[config.mk]
export PLATFORM = sky130hd
export DESIGN_NAME = piece_queue
export DESIGN_NICKNAME = d
export VERILOG_FILES = /design/src/rtl/piece_queue.sv
export SDC_FILE = /design/constraint.sdc
export NUM_CORES = 1
export LEC_CHECK = 0
export CORE_MARGIN = 2
export CORE_UTILIZATION = 50
export CTS_BUF_LIST = sky130_fd_sc_hd__clkbuf_16
export DETAILED_ROUTE_END_ITERATION = 8
export PLACE_DENSITY = 0.67
export SYNTH_ARGS = -nofsm -noshare
export SYNTH_HDL_FRONTEND = slang
export SYNTH_SLANG_ARGS = --single-unit
[constraint.sdc]
create_clock -name i_clk -period 5.7 [get_ports i_clk]
set_input_delay 0.855 -clock i_clk [delete_from_list [all_inputs] [get_ports i_clk]]
set_output_delay 0.855 -clock i_clk [all_outputs]
set_load 0.01 [all_outputs]
[src/rtl/piece_queue.sv]
// piece_queue
//   Sequencer between the random bag generator and the game controller.
//   Requests 7-piece bags, unpacks each 21-bit bag into a FIFO of 3-bit
//   piece codes and serves them one at a time over a valid/take handshake.
//   A new bag is requested whenever at least 7 slots are free, so the head
//   piece does not starve.
//
// Parameters
//   DEPTH    FIFO slots in pieces (7..28)
//   TIMEOUT  max wait cycles for bag_ready after a request (1..65535)
//   PREVIEW  pieces shown on o_preview (1..7, preview build only)
//
// Ports
//   i_clk          system clock, all state on posedge
//   i_nreset       asynchronous active-low reset
//   o_newbag       one-cycle request pulse to the bag generator
//   i_bag_ready    bag generator ready level; bag valid while high
//   i_bag_pieces   7 codes, piece i in [3i+2:3i], piece 0 dealt first
//   i_flush        synchronous queue clear (new game)
//   o_piece_valid  o_piece_out holds a valid piece
//   o_piece_out    registered head piece code
//   i_piece_take   pop the head; ignored while the queue is empty
//   o_level        pieces currently queued
//   o_bag_err      one-cycle pulse: rejected bag or request timeout
//   o_preview      pieces head+1..head+PREVIEW, slot 0 in [2:0], 7 = empty
//
// Configuration
//   PIECE_QUEUE_PREVIEW_EN  when defined, adds the registered o_preview port.

module piece_queue #(
  parameter int DEPTH   = 14,
  parameter int TIMEOUT = 1023,
  parameter int PREVIEW = 3
) (
  input  logic                       i_clk,
  input  logic                       i_nreset,
  output logic                       o_newbag,
  input  logic                       i_bag_ready,
  input  logic [20:0]                i_bag_pieces,
  input  logic                       i_flush,
  output logic                       o_piece_valid,
  output logic [2:0]                 o_piece_out,
  input  logic                       i_piece_take,
  output logic [$clog2(DEPTH+1)-1:0] o_level,
  output logic                       o_bag_err
`ifdef PIECE_QUEUE_PREVIEW_EN
  ,
  output logic [3*PREVIEW-1:0]       o_preview
`endif
);

  localparam int LW = $clog2(DEPTH + 1);
  localparam int PW = $clog2(DEPTH);
  localparam logic [LW-1:0] REFILL_MAX = LW'(DEPTH - 7);
  localparam logic [15:0]   CNT_LAST   = 16'(TIMEOUT - 1);

  if (DEPTH < 7 || DEPTH > 28 || TIMEOUT < 1 || TIMEOUT > 65535 ||
      PREVIEW < 1 || PREVIEW > 7) begin : g_bad_params
    $error("piece_queue: parameter out of legal range");
  end

  typedef enum logic [2:0] {IDLE, REQ, WLO, WHI, LOAD} state_t;

  state_t          r_state;
  logic [15:0]     r_cnt;
  logic [20:0]     r_bag;
  logic            r_bad;
  logic            r_newbag;
  logic            r_bagErr;
  logic [2:0]      r_mem [DEPTH];
  logic [PW-1:0]   r_rd;
  logic [PW-1:0]   r_wr;
  logic [LW-1:0]   r_level;
  logic            r_valid;
  logic [2:0]      r_head;

  logic            w_pop;
  logic            w_load;
  logic            w_bagBad;
  logic [PW-1:0]   w_rdNext;
  logic [PW-1:0]   w_wrBase;
  logic [PW-1:0]   w_wrNext;
  logic [LW-1:0]   w_lvlBase;
  logic [LW-1:0]   w_levelNext;
  logic [2:0]      w_memNext [DEPTH];

  // Pointer advance modulo DEPTH; offsets never exceed DEPTH so one
  // conditional subtract is enough.
  function automatic logic [PW-1:0] wrapAdd(input logic [PW-1:0] base, input int off);
    logic [PW:0] s;
    s = {1'b0, base} + (PW+1)'(off);
    if (s >= (PW+1)'(DEPTH)) s = s - (PW+1)'(DEPTH);
    return s[PW-1:0];
  endfunction

  // A bag carrying code 7 anywhere is rejected as a whole.
  always_comb begin
    w_bagBad = 1'b0;
    for (int i = 0; i < 7; i++) begin
      if (i_bag_pieces[3*i +: 3] == 3'd7) w_bagBad = 1'b1;
    end
  end

  // Next FIFO contents: flush clears first, then a same-cycle pop, then the
  // bag write lands on top so a flush during LOAD keeps only the new bag.
  always_comb begin
    w_pop       = r_valid & i_piece_take;
    w_load      = (r_state == LOAD) & ~r_bad;
    w_rdNext    = i_flush ? '0 : (w_pop ? wrapAdd(r_rd, 1) : r_rd);
    w_wrBase    = i_flush ? '0 : r_wr;
    w_lvlBase   = i_flush ? '0 : (r_level - LW'(w_pop));
    w_levelNext = w_lvlBase + (w_load ? LW'(7) : '0);
    w_wrNext    = w_load ? wrapAdd(w_wrBase, 7) : w_wrBase;
    w_memNext   = r_mem;
    if (w_load) begin
      for (int i = 0; i < 7; i++) begin
        w_memNext[wrapAdd(w_wrBase, i)] = r_bag[3*i +: 3];
      end
    end
  end

  // Queue storage, pointers and the registered head view.
  always_ff @(posedge i_clk or negedge i_nreset) begin
    if (!i_nreset) begin
      for (int i = 0; i < DEPTH; i++) r_mem[i] <= '0;
      r_rd    <= '0;
      r_wr    <= '0;
      r_level <= '0;
      r_valid <= 1'b0;
      r_head  <= 3'd0;
    end else begin
      r_mem   <= w_memNext;
      r_rd    <= w_rdNext;
      r_wr    <= w_wrNext;
      r_level <= w_levelNext;
      r_valid <= (w_levelNext != '0);
      r_head  <= (w_levelNext != '0) ? w_memNext[w_rdNext] : 3'd0;
    end
  end

  // Request sequencer. The bag is captured when WHI sees ready, so the
  // accept/reject decision and bag_err are registered into the LOAD cycle;
  // a timeout reuses LOAD as a rejected-bag cycle to get the same pulse.
  always_ff @(posedge i_clk or negedge i_nreset) begin
    if (!i_nreset) begin
      r_state  <= IDLE;
      r_cnt    <= '0;
      r_bag    <= '0;
      r_bad    <= 1'b0;
      r_newbag <= 1'b0;
      r_bagErr <= 1'b0;
    end else begin
      r_newbag <= 1'b0;
      r_bagErr <= 1'b0;
      case (r_state)
        IDLE: begin
          if (w_lvlBase <= REFILL_MAX) begin
            r_state  <= REQ;
            r_newbag <= 1'b1;
            r_cnt    <= '0;
          end
        end
        REQ: r_state <= WLO;
        WLO: begin
          if (r_cnt == CNT_LAST) begin
            r_bad    <= 1'b1;
            r_bagErr <= 1'b1;
            r_state  <= LOAD;
          end else begin
            if (!i_bag_ready) r_state <= WHI;
            r_cnt <= r_cnt + 16'd1;
          end
        end
        WHI: begin
          if (i_bag_ready) begin
            r_bag    <= i_bag_pieces;
            r_bad    <= w_bagBad;
            r_bagErr <= w_bagBad;
            r_state  <= LOAD;
          end else if (r_cnt == CNT_LAST) begin
            r_bad    <= 1'b1;
            r_bagErr <= 1'b1;
            r_state  <= LOAD;
          end else begin
            r_cnt <= r_cnt + 16'd1;
          end
        end
        LOAD: begin
          if (r_bad) begin
            r_state  <= REQ;
            r_newbag <= 1'b1;
            r_cnt    <= '0;
          end else begin
            r_state <= IDLE;
          end
        end
        default: r_state <= IDLE;
      endcase
    end
  end

`ifdef PIECE_QUEUE_PREVIEW_EN
  logic [3*PREVIEW-1:0] r_preview;
  logic [3*PREVIEW-1:0] w_previewNext;

  // Preview follows the same next-state view as the head register.
  always_comb begin
    w_previewNext = '0;
    for (int k = 0; k < PREVIEW; k++) begin
      w_previewNext[3*k +: 3] = (k + 1 < int'(w_levelNext)) ?
                                w_memNext[wrapAdd(w_rdNext, k + 1)] : 3'd7;
    end
  end

  always_ff @(posedge i_clk or negedge i_nreset) begin
    if (!i_nreset) r_preview <= '0;
    else           r_preview <= w_previewNext;
  end

  assign o_preview = r_preview;
`endif

  assign o_newbag      = r_newbag;
  assign o_bag_err     = r_bagErr;
  assign o_piece_valid = r_valid;
  assign o_piece_out   = r_head;
  assign o_level       = r_level;

endmodule

==> impl_metrics.tcl <==
set metrics [dict create \
    setup_violations 0 \
    cts-buffers-inserted 9 \
    start_kind "input port" \
    setup_slack_ps 726 \
    worst-path-stages 16 \
    final_cell_mix "nor2_1 (126), nand2_1 (119), dfrtp_1 (101)" \
    synth_seq_cells 101 \
    drc 0 \
    synth-main-ff-cell "dfrtp_1" \
    detail_route.vias_per_cell 7.25 \
    fin_crit_ps 4970 \
    pin_count 36 \
    nets 1393 \
    start_util_pct 50.8 \
    crit_fanout 12 \
    setup-tns-final_ps 0 \
    drt-total-wl_um 46200 \
    critical-path-top-delay-family "simple AND/OR/NAND/NOR gates" \
    clkLatencyLatePin_ps 370 \
    max_cap_viol_count 0 \
    cts_setup_buffers 0 \
    core-area_mm2 0.0210 \
    wire_per_inst_um 28.5 \
    port-buffer-count 35 \
    netlist_area_mm2 0.0107 \
    relSlewSlack_pct 26.3 \
    grt_max_degree 64 \
    antennaDiodeCount 0 \
    dpl.hpwl_um 33000 \
    crit_required_ps 5950 \
    finalHoldViolCount 0 \
    globalplace.congestion 1.11 \
    worst-path-buf-inv 3 \
    fin_cells 1622 \
    ys_seq_area_share_pct 23.6 \
    clkTransAtPathRegs_ps 80 \
    vias 11800 \
    post-place-ws_ps 510 \
    cts.sink_count 101 \
    status "finished clean" \
    syn_to_final_growth_pct 8.52 \
    die_area_mm2 0.0226 \
    clockBufferDepth 2 \
    crit_path_cell_trace "buf_2 > nand2b_1 > inv_4 > ha_1 > buf_4 > nor4bb_2 > a2111oi_2 > nor3_1 > nand2b_1 > a22o_1 > mux2i_1 > o221ai_1 > o21ai_2 > a211oi_1 > nor4_2 > o311a_1" \
    r2r_cells 15 \
    critPathArrivalTime_ps 5230 \
    tightest_slew_ps 1110 \
    layout_commonest_cell "nor2_1" \
    power.leakage_nw 4.72 \
    netlist-cell-type-count 110 \
    drive_above_1_share_pct 12.9 \
    grt.total_usage_pct 41.5 \
    critical_path.endpoint_type "flop" \
    ctsResizeCount 0 \
    whs_path_depth 2 \
    max-vdd-ir-drop_mv 0.366 \
    drt_pass1_iterations 6 \
    crit_top_cell "nand2b_1" \
    syn-num-nets 1397 \
    syn_inst 1346 \
    max_freq_mhz 201 \
    power.density_mw_per_mm2 375 \
    synthArstFlopShare_pct 100 \
    ant_nets 0 \
    report.final.slew_viol_count 0 \
    holdBufCountCts 0 \
    globalRouteOverflowTotal 0 \
    min_path_type "reg2reg" \
    root_buffer "clkbuf_16" \
    synth-edff-count 0 \
    holdWs_ps 522 \
    max_stage_delay_ps 880 \
    drt_iter0_markers 1783 \
    h-tree-depth 3 \
    ys_warn_count 0 \
    grt_first_pass_wirelength_um 69500 \
    die_x_um 150 \
    placed_cells 1606 \
    post-route-period-util_pct 87.3 \
    cts_tree "built" \
    row_count 53 \
    die_h_um 150 \
    grt_pass1_vias 10900 \
    cp_slowest_cell "nor3_1" \
    path_class "in2reg" \
    skew_ps 15.6 \
    synth.avg_cell_area_um2 7.94 \
    postLayoutCoreUtil_pct 55.2 \
    antenna_found_initial 0 \
    rsz0062_at_grt "no" \
]
## sequential cells by signal (all words and copies together) (netlist names)
signal,count
o_bag_err,1
r_bag,21
o_piece_out,3
r_mem,42
r_state,3
r_bad,1
o_newbag,1
o_piece_valid,1
r_wr,4
r_cnt,16
r_rd,4
o_level,4
## synth_stat cells, drive strengths merged (14+ instances only)
cell / number / share of area (%)
nor2: 126 / 4.4
nand2: 119 / 4.2
dfrtp: 101 / 24
a21oi: 71 / 3.4
o21ai: 67 / 3.2
clkbuf: 65 / 2.3
nor3: 61 / 3.2
nand3: 59 / 2.8
inv: 49 / 1.8
mux2i: 44 / 4.1
mux2: 40 / 4.2
a211oi: 34 / 2.6
buf: 34 / 2.0
a221oi: 26 / 2.4
o211ai: 25 / 1.9
ha: 23 / 2.7
or3: 23 / 1.3
and3: 22 / 1.3
xnor2: 20 / 1.8
o221ai: 18 / 1.5
a31oi: 17 / 1.1
and2: 17 / 1.0
a211o: 16 / 1.3
nand2b: 15 / 0.88
nand4: 15 / 0.88
xor2: 14 / 1.1
## layer usage
metal	vias to the layer above	track usage (%)	wire length, um
met5	-	0	0
met4	0	21.2	3110
met3	240	11.6	6090
met2	883	57.2	18000
met1	5534	58.6	19100
li1	5107	-	-
## where the power goes
group / switching, W / internal (W)
combinational: 0.00137 / 0.000800
sequential: 0.000544 / 0.000965
clock: 0.000354 / 0.000317
## cells by family (layout without fill, tap and decap cells)
family	after synthesis	after routing	synth area share (%)
AO/OA/AOI/OAI	425	425	30.5
AND/OR/NAND/NOR	526	526	25.1
flip-flops	101	101	23.6
buffers and inverters	150	151	6.16
adder cells (fa/ha/maj)	25	25	3.07
XOR/XNOR	34	34	2.96
multiplexers	85	85	8.58
## worst register-to-register path: stages (launching register included)
cell       delay (ps)
dfrtp_1           560
nand2b_1          120
inv_1             170
ha_1              540
buf_4             280
nor4bb_2          420
a2111oi_2         110
nor3_1            880
nand2b_1          310
a22o_1            170
mux2i_1            80
o221ai_1          200
o21ai_2           110
a211oi_1          280
nor4_2            130
o311a_1           380
## area by class of cell
| class | instances | area (um2) |
|---|---|---|
| Clock buffer | 9 | 225 |
| Sequential cell | 101 | 2530 |
| Tap cell | 275 | 344 |
| Clock inverter | 7 | 85.1 |
| Multi-Input combinational cell | 1095 | 7510 |
| Inverter | 51 | 196 |
| Fill cell | 1990 | 9420 |
| Timing Repair Buffer | 84 | 711 |
## stage by stage
| step | total power (W) | area, um2 |
|---|---|---|
| final | 0.00435 | 11600 |
| after global routing | 0.00447 | 11600 |
| after CTS | 0.00418 | 11600 |
| after detailed placement | 0.00352 | 11300 |
| after global placement | 0.00352 | 11300 |
| after floorplan | 0.00258 | 10700 |
## final timing paths
kind,to,slack [ps],from
setup / recovery,o_piece_out[1],730,i_flush
hold / removal,r_mem[6],520,r_mem[6]
setup reg to reg,o_piece_out[1],830,r_wr[1]
hold reg to reg,r_mem[6],520,r_mem[6]
max in group asynchronous,r_mem[19],3910,i_nreset
min in group asynchronous,r_wr[3],530,i_nreset
Power figures use the tool's default switching activity.
